### config.mk
export PLATFORM = sky130hd
export DESIGN_NAME = axis_unpacker_flat
export DESIGN_NICKNAME = d
export VERILOG_FILES = /design/src/rtl/axis_pkg.sv /design/src/rtl/axis_unpacker_if.sv /design/src/rtl/axis_unpacker_lane_pick.sv /design/src/rtl/axis_unpacker.sv /design/src/flat_wrapper.sv
export SDC_FILE = /design/constraint.sdc
export NUM_CORES = 1
export LEC_CHECK = 0
export ABC_AREA = 1
export BUFFER_PORTS_ARGS = -buffer_cell sky130_fd_sc_hd__buf_2
export CORE_MARGIN = 2
export CORE_UTILIZATION = 30
export DETAILED_ROUTE_END_ITERATION = 10
export GPL_ROUTABILITY_DRIVEN = 1
export PLACE_DENSITY = 0.51
export SKIP_CTS_REPAIR_TIMING = 1
export SLEW_MARGIN = 25
export SYNTH_ARGS = -nofsm -noshare
export SYNTH_HDL_FRONTEND = slang
export SYNTH_SLANG_ARGS = --single-unit
### constraint.sdc
create_clock -name clk -period 1.43 [get_ports clk]
set_input_delay 0.143 -clock clk [delete_from_list [all_inputs] [get_ports clk]]
set_output_delay 0.143 -clock clk [all_outputs]
set_load 0.005 [all_outputs]
### src/rtl/axis_pkg.sv
// Shared AXI-Stream unpacker types: default widths, derived lane count, lane/beat/keep types
// and the holding-register state encoding.
package axis_pkg;

    localparam int DEFAULT_WORD_W = 8;
    localparam int DEFAULT_BUS_W  = 32;

    function automatic int words_per_beat(input int bus_w, input int word_w);
        return bus_w / word_w;
    endfunction

    localparam int WORDS_PER_BEAT = words_per_beat(DEFAULT_BUS_W, DEFAULT_WORD_W);

    typedef logic [DEFAULT_WORD_W-1:0]              word_t;
    typedef word_t [WORDS_PER_BEAT-1:0]             beat_t;
    typedef logic [WORDS_PER_BEAT-1:0]              keep_t;

    // EMPTY: no lanes left in the holding register; HOLD: at least one lane still to emit.
    typedef enum logic {
        ST_EMPTY = 1'b0,
        ST_HOLD  = 1'b1
    } state_e;

endpackage

### src/rtl/axis_unpacker_if.sv
// Handshake bundle for axis_unpacker: lane-packed beat input side and single-word output side.
interface axis_unpacker_if
    import axis_pkg::*;
#(
    parameter int WORD_W = DEFAULT_WORD_W,
    parameter int LANES  = WORDS_PER_BEAT
);
    logic                        s_valid;
    logic                        s_ready;
    logic [LANES-1:0][WORD_W-1:0] s_data;
    logic [LANES-1:0]            s_keep;
    logic                        s_last;

    logic                        m_valid;
    logic                        m_ready;
    logic [WORD_W-1:0]           m_data;
    logic                        m_last;

    // slave: the unpacker itself; master: whoever feeds beats and takes words.
    modport slave (
        input  s_valid, s_data, s_keep, s_last, m_ready,
        output s_ready, m_valid, m_data, m_last
    );

    modport master (
        output s_valid, s_data, s_keep, s_last, m_ready,
        input  s_ready, m_valid, m_data, m_last
    );

endinterface

### src/rtl/axis_unpacker_lane_pick.sv
// axis_lane_pick: lowest-set-bit priority encoder with any-set and exactly-one-set flags.
module axis_lane_pick #(
    parameter int N     = 4,
    parameter int IDX_W = (N > 1) ? $clog2(N) : 1
) (
    input  logic [N-1:0]     mask_i,
    output logic [IDX_W-1:0] idx_o,
    output logic             any_o,
    output logic             one_o
);

    // NOTE: idx_o gets a default before the loop so every path assigns it and no latch is inferred.
    always_comb begin
        idx_o = '0;
        // Scanning downward lets the lowest set bit be the last (winning) assignment.
        for (int i = N - 1; i >= 0; i--) begin
            if (mask_i[i]) begin
                idx_o = IDX_W'(i);
            end
        end
    end

    assign any_o = |mask_i;
    assign one_o = any_o && ((mask_i & (mask_i - N'(1))) == '0);

endmodule

### src/rtl/axis_unpacker.sv
// AXI-Stream beat-to-word unpacker: emits kept lanes lowest-first, one word per handshake.
// Optional empty-beat checker enabled by defining AXIS_UNPACKER_KEEP_CHECK_EN.
module axis_unpacker
    import axis_pkg::*;
#(
    parameter int WORD_W = DEFAULT_WORD_W,
    parameter int BUS_W  = DEFAULT_BUS_W
) (
    input  logic             clk,
    input  logic             rst,
    axis_unpacker_if.slave   bus,
    output logic             keep_err
);

    localparam int LANES = words_per_beat(BUS_W, WORD_W);
    localparam int IDX_W = (LANES > 1) ? $clog2(LANES) : 1;

    logic [LANES-1:0][WORD_W-1:0] beat_data_q, beat_data_d;
    logic [LANES-1:0]             rem_mask_q, rem_mask_d;
    logic                         beat_last_q, beat_last_d;

    logic [IDX_W-1:0] lane;
    logic             mask_any;
    logic             mask_one;
    logic             s_ready_w;
    logic             accept;
    state_e           state_w;

    axis_lane_pick #(
        .N     (LANES),
        .IDX_W (IDX_W)
    ) u_lane_pick (
        .mask_i (rem_mask_q),
        .idx_o  (lane),
        .any_o  (mask_any),
        .one_o  (mask_one)
    );

    assign state_w = mask_any ? ST_HOLD : ST_EMPTY;

    always_comb begin
        rem_mask_d  = rem_mask_q;
        beat_data_d = beat_data_q;
        beat_last_d = beat_last_q;
        s_ready_w   = 1'b0;

        case (state_w)
            ST_EMPTY: s_ready_w = !rst;
            ST_HOLD: begin
                // Ready on the final word's handshake so the next beat loads without a bubble.
                s_ready_w = !rst && bus.m_ready && mask_one;
                if (bus.m_ready) begin
                    rem_mask_d[lane] = 1'b0;
                end
            end
            default: s_ready_w = 1'b0;
        endcase

        // A new beat overrides the final-lane clear taken above.
        if (bus.s_valid && s_ready_w) begin
            beat_data_d = bus.s_data;
            rem_mask_d  = bus.s_keep;
            beat_last_d = bus.s_last;
        end
    end

    assign accept      = bus.s_valid && s_ready_w;
    assign bus.s_ready = s_ready_w;
    assign bus.m_valid = mask_any;
    assign bus.m_data  = beat_data_q[lane];
    assign bus.m_last  = beat_last_q && mask_one;

    // NOTE: sequential state uses non-blocking assignments so every register samples pre-edge values.
    always_ff @(posedge clk) begin
        if (rst) begin
            rem_mask_q  <= '0;
            beat_data_q <= '0;
            beat_last_q <= 1'b0;
        end else begin
            rem_mask_q  <= rem_mask_d;
            beat_data_q <= beat_data_d;
            beat_last_q <= beat_last_d;
        end
    end

`ifdef AXIS_UNPACKER_KEEP_CHECK_EN
    logic keep_err_q, keep_err_d;
    logic pkt_start_q;

    // Flags an empty beat that closes a packet (its m_last is lost) or opens one.
    assign keep_err_d = accept && (bus.s_keep == '0) && (bus.s_last || pkt_start_q);

    always_ff @(posedge clk) begin
        if (rst) begin
            keep_err_q  <= 1'b0;
            pkt_start_q <= 1'b1;  // reset counts as a packet boundary
        end else begin
            keep_err_q <= keep_err_d;
            if (accept) begin
                pkt_start_q <= bus.s_last;
            end
        end
    end

    assign keep_err = keep_err_q;
`else
    assign keep_err = 1'b0;
`endif

endmodule

### src/flat_wrapper.sv
// flat-port wrapper written by rule: the top's interface ports become plain ports
module axis_unpacker_flat import axis_pkg::*;
#(
    parameter int WORD_W = DEFAULT_WORD_W,
    parameter int BUS_W  = DEFAULT_BUS_W
)
  (clk, rst, keep_err, bus_s_valid, bus_s_data, bus_s_keep, bus_s_last, bus_m_ready, bus_s_ready, bus_m_valid, bus_m_data, bus_m_last);
  axis_unpacker_if #(.WORD_W(WORD_W)) bus_i ();
  input  logic clk;
  input  logic rst;
  output logic keep_err;
  input wire logic [$bits(bus_i.s_valid)-1:0] bus_s_valid;
  input wire logic [$bits(bus_i.s_data)-1:0] bus_s_data;
  input wire logic [$bits(bus_i.s_keep)-1:0] bus_s_keep;
  input wire logic [$bits(bus_i.s_last)-1:0] bus_s_last;
  input wire logic [$bits(bus_i.m_ready)-1:0] bus_m_ready;
  output wire logic [$bits(bus_i.s_ready)-1:0] bus_s_ready;
  output wire logic [$bits(bus_i.m_valid)-1:0] bus_m_valid;
  output wire logic [$bits(bus_i.m_data)-1:0] bus_m_data;
  output wire logic [$bits(bus_i.m_last)-1:0] bus_m_last;
  assign bus_i.s_valid = bus_s_valid;
  assign bus_i.s_data = bus_s_data;
  assign bus_i.s_keep = bus_s_keep;
  assign bus_i.s_last = bus_s_last;
  assign bus_i.m_ready = bus_m_ready;
  assign bus_s_ready = bus_i.s_ready;
  assign bus_m_valid = bus_i.m_valid;
  assign bus_m_data = bus_i.m_data;
  assign bus_m_last = bus_i.m_last;
  axis_unpacker #(.WORD_W(WORD_W), .BUS_W(BUS_W)) u_core (.clk(clk), .rst(rst), .bus(bus_i), .keep_err(keep_err));
endmodule
; Yosys cells after proc, flatten, opt, wreduce, memory -nomap -nowiden
; Index checks and enable logic that the tools add are counted.
[op_classes]
add_sub_neg = 1
n_lt_le_gt_ge = 2
muxes = 13
bitwise_logic = 4
n_reduce_logical = 12
[ops]
columns = cell, n
row1 = 8-bit binary-select mux with 2-bit select, 1
row2 = 4-bit 2-to-1 mux, 3
row3 = 4-bit bitwise AND, 2
row4 = 2-bit 2-to-1 mux, 4
row5 = 8-bit 2-to-1 mux, 1
row6 = 1-bit logical AND, 6
row7 = 4-bit zero test, 1
row8 = 4-bit NOT, 1
row9 = 2-bit nonzero test, 2
row10 = 4-bit OR reduction, 1
row11 = "4-bit by 1-bit subtractor with 4-bit output, second input constant", 1
row12 = "2-bit by 3-bit less-than comparator with 1-bit output, second input constant", 1
row13 = 1-bit demux with 2-bit select, 1
row14 = "2-bit by 1-bit greater-or-equal comparator with 1-bit output, second input constant", 1
row15 = 1-bit 2-to-1 mux, 2
row16 = 1-bit one-hot mux with 2 select lines, 1
row17 = 2-bit AND reduction, 1
row18 = 1-bit zero test, 1
row19 = 1-bit NOT, 1
[word_totals]
regBits = 37
input_bits = 41
out_inout_bits = 12
elab_cells = 38

; Logic depth before layout (Yosys ltp)
[logic_depth]
word_depth = 13
mapped_depth = 10
ltp_nobuf = 9

; By module
; A second synthesis with hierarchy kept.
[hier_totals]
cells_unflattened = 321
hier_area_um2 = 2065.7
[modules_own_cells]
columns = mod, n_inst, cells_each, area_each_um2, seq_area_each_um2
row1 = axis_unpacker, 1, 304, 1995.7, 740.7
row2 = axis_lane_pick, 1, 17, 70.1, 0.0

; Worst setup path before layout
; No wires, ideal clock.
[synth_path]
kind = register to output
startpoint = register u_core.rem_mask_q[3]
endpoint = output port bus_m_data[7]
t_arrival_ns = 1.182
required_time_ns = 1.287
path_slack_ns = 0.105
path_stages_with_launch = 8
path_buffers = 0
cell_sequence = dfxtp_1 -> inv_2 -> or2_4 -> nand2_1 -> nand2_2 -> or2_0 -> o211ai_1 -> nand3_1
[synth_between]
elab_chain_len = 6
[synth_lines]
columns = element, line
row1 = from (decl), axis_unpacker.sv:19  ; logic [LANES-1:0] rem_mask_q, rem_mask_d;
row2 = from (signal assigned), axis_unpacker.sv:80  ; rem_mask_q <= rem_mask_d;
row3 = 2-bit 2-to-1 mux (4 in series), axis_unpacker_lane_pick.sv:17  ; if (mask_i[i]) begin
row4 = 8-bit binary-select mux with 2-bit select, axis_unpacker.sv:70  ; assign bus.m_data = beat_data_q[lane];
row5 = 8-bit 2-to-1 mux (implied by the code), axis_unpacker.sv:70
row6 = to (decl), flat_wrapper.sv:19  ; output wire logic [$bits(bus_i.m_data)-1:0] bus_m_data;
; Every way passes these cells. The select of a mux whose other input is x is not followed.

; Worst setup path in the final report
[layout_path]
startpoint = register u_core.rem_mask_q[2]
endpoint = output port bus_m_data[7]
[layout_between]
elab_chain_len = 5
[layout_lines]
columns = element, line
row1 = 2-bit 2-to-1 mux (3 in series), axis_unpacker_lane_pick.sv:17
row2 = 8-bit binary-select mux with 2-bit select, axis_unpacker.sv:70
row3 = 8-bit 2-to-1 mux (implied by the code), axis_unpacker.sv:70
; Every way passes these cells. The select of a mux whose other input is x is not followed.

==> impl_summary.md <==
Synth
The distinct cell type count of the synthesized netlist is 27. The number of enable-type register cells in the synthesized netlist is 0. Counting instances in the post-synthesis netlist gives the leading cell types as nand2_1 (84), dfxtp_1 (37), nand3_2 (31). Among all cell types in the netlist, the one instantiated most often is nand2_1. The share of async-settable or async-resettable flops after synthesis is 0%.

In the post-synthesis netlist, the biggest area contributors are dfxtp_1 (39%), nand2_1 (17%), nand3_2 (16%), nand3_1 (6.1%), buf_12 (3.2%). The count of mapped cells out of synthesis is 235. The biggest area contributor in the post-synthesis netlist is dfxtp_1. The Yosys warning count is 0.

A synthesized cell averages 8.09 um2. In the synthesized netlist the dominant register cell turns out to be dfxtp_1. The register bit total from synthesis is 37. Sequential elements use 39.0% of the synthesized area. The portion of synthesized cell area occupied by the leading cell type is 39.0%. The number of nets handed over by synthesis was 276.

The summed instance area of the synthesized netlist is 1900 um2.

Route
The final layout contains routed wiring with a total length of 5800 um. The pre-antenna-repair detailed-routing pass consisted of 4 iterations. The average detailed-routed wire length per instance is 14.7 um. The total vias in the final route is 1850. In this run the remaining antenna-violating nets after routing total 0. For this block, the initial DRC count from the detailed router was 64. After detailed routing, the number of remaining DRC violations is 0. The per-cell via count in the routed design is 4.68.

Power and ir drop
In this run the power density over the cells is 1230 nW/um2. The final total power is 0.00379 W. The static leakage is 1.51 nW. The worst supply voltage drop on vdd is 546 uV.

Worst setup path
The worst setup path is of the reg -> out kind. The worst register-to-register path has a depth of 11. The worst setup path is captured at an output pin. The required time at the endpoint of the critical path is 1290 ps. Data on the critical path arrives at its endpoint at 1630 ps. In this run the worst path has a maximum fanout of 5. The sort of element at the start of the critical path is a flip-flop.

Clock network
The tree is rooted in a clkbuf_8. In this run the number of H-tree levels came out at 2. The clock sink total is 37. TritonCTS created 5 clock buffers. The clock reaches the later pin of the worst-skew pair after 290 ps. The clock passes through at most 2 buffers. The clock edge transition at the registers on the reported setup and hold paths is 80 ps.

TritonCTS built the clock tree.

Finish
The final layout contains 360 nets. The fraction of layout cells with a size suffix above 1 is 64.7%. In the final layout, the multi-input gates occupy 1310 um2. Fill cells in the final layout number 574. After routing the design area is 3090 um2.

Once layout is complete, the cells apart from fillers number 395. The number of diodes added for antenna fixing is 0. The core utilization of the finished layout is 51.2%.

Compared with the post-synthesis result, the final layout area differs by 62.5%. The sequential cell area in the final layout is 748 um2.

Global route
The initial antenna violation count is 0. After global routing the overflow that remains totals 0. The via count of the first global-routing pass is 1673. The first global-routing pass estimated 7820 um of wire. Entering global routing, the biggest net connects 36 pins.

The combined global-route utilization of all metal layers is 13.7%.

STA
Setup repair after global routing could not meet its margin everywhere. The routed design could run at a clock period as short as 1770 ps. The final number of setup-violating endpoints is 48. The number of pins exceeding their max-slew limit in the final report is 0. The final number of hold-violating endpoints is 0. The worst clock skew is 5.11 ps.

The fmax is 563 MHz. In the post-route analysis, the smallest setup slack over all paths is -345 ps. Of the available clock period, the critical path in the final layout requires 124%.

The final hold slack is 42.7 ps.

Floorplan
The floorplan step defined a die boundary enclosing 6990 um2. The region available for standard cell placement spans 6030 um2. For this configuration, the core starts out at a cell density of 31.5%. The floorplan step set the die width to 83.6 um. After floorplanning, the core was divided into 28 placement rows. During I/O placement, the number of pins put on the boundary was 53. The die span in y is 83.6 um.

Placement
The number of placed instances, taps included is 367. The wire-length estimate of the detail-placed layout is 3450 um. The placed instance area is 2310 um2.

The count of buffers added on input and output ports is 51. Routability-driven placement finished with a final weighted congestion of 0.763.

Min path
The class of the tightest hold or removal check is in -> reg. The worst hold path cell count is 3.

Outcome
The run finished, with violations left. The checks that failed: negative setup slack.

Run
Across the run, the number of max-cap violations was 0.
## critical path: stages (launching register included)
cell      delay, ps
dfxtp_2         360
or2_4           270
nand2_4          70
nand2_4          60
or2_0           220
o211ai_1        110
nand3_1         110
buf_2           140
## metrics by stage
stage,setup TNS (ps),setup slack (ps)
6_report,-10640,-345
5_1_grt,-14230,-450
4_1_cts,-4330,-432
3_5_place_dp,-624,-102
3_3_place_gp,-909,-89.3
2_1_floorplan,0,105
## area by class of cell
cell class	instances	share of cell area, %
Clock buffer	6	2.35
Clock inverter	2	1.26
Timing Repair Buffer	89	25.2
Sequential cell	37	24.2
Tap cell	75	3.04
Inverter	9	1.50
Multi-Input combinational cell	177	42.4
## registers in the layout, summed over array words and instances, names as in the netlist
| register | cells |
|---|---|
| u_core.beat_data_q | 32 |
| u_core.beat_last_q | 1 |
| u_core.rem_mask_q | 4 |
## metal layers
metal / vias to the layer above / global-route usage [%] / wire, um
li1: 942 / - / -
met1: 859 / 19.3 / 2720
met2: 41 / 20.7 / 2780
met3: 8 / 3.66 / 216
met4: 0 / 3.52 / 87
met5: - / 0 / 0
## cell usage in the layout, fill, tap and decap left out, types with 3 or more instances in the layout
cell | netlist | routed
buf_12 | 3 | 7
buf_2 | 3 | 48
buf_4 | 5 | 16
buf_6 | 0 | 11
clkbuf_16 | 0 | 5
clkbuf_8 | 0 | 5
dfxtp_1 | 37 | 33
dfxtp_2 | 0 | 3
inv_1 | 5 | 5
inv_2 | 3 | 3
nand2_1 | 84 | 35
nand2_2 | 4 | 32
nand2_4 | 2 | 22
nand3_1 | 23 | 21
nand3_2 | 31 | 32
nor2_1 | 4 | 3
nor2_4 | 2 | 3
o211ai_1 | 3 | 3
o21a_1 | 6 | 6
o21ai_2 | 1 | 5
## logic make-up after synthesis
group / synth area share (%)
AOI/OAI and AO/OA: 7.11
buffers and inverters: 8.82
DFF: 39.0
and+or+nand+nor: 44.9
other: 0.197
## power by group
part / internal (W) / leakage, nW / switching (W)
Sequential: 0.00119 / 0.307 / 0.000126
Clock: 0.000524 / 0.0554 / 0.000394
Combinational: 0.000789 / 1.15 / 0.000770
## worst paths after layout
kind,from,end,slack [ps]
max,u_core.rem_mask_q[2],bus_m_data[7],-340
min,bus_s_data[29],u_core.beat_data_q[29],40
max reg2reg,u_core.rem_mask_q[1],u_core.beat_data_q[15],-240
min reg2reg,u_core.beat_data_q[19],u_core.beat_data_q[19],460
Note: power is estimated with default switching activity, not from simulation.
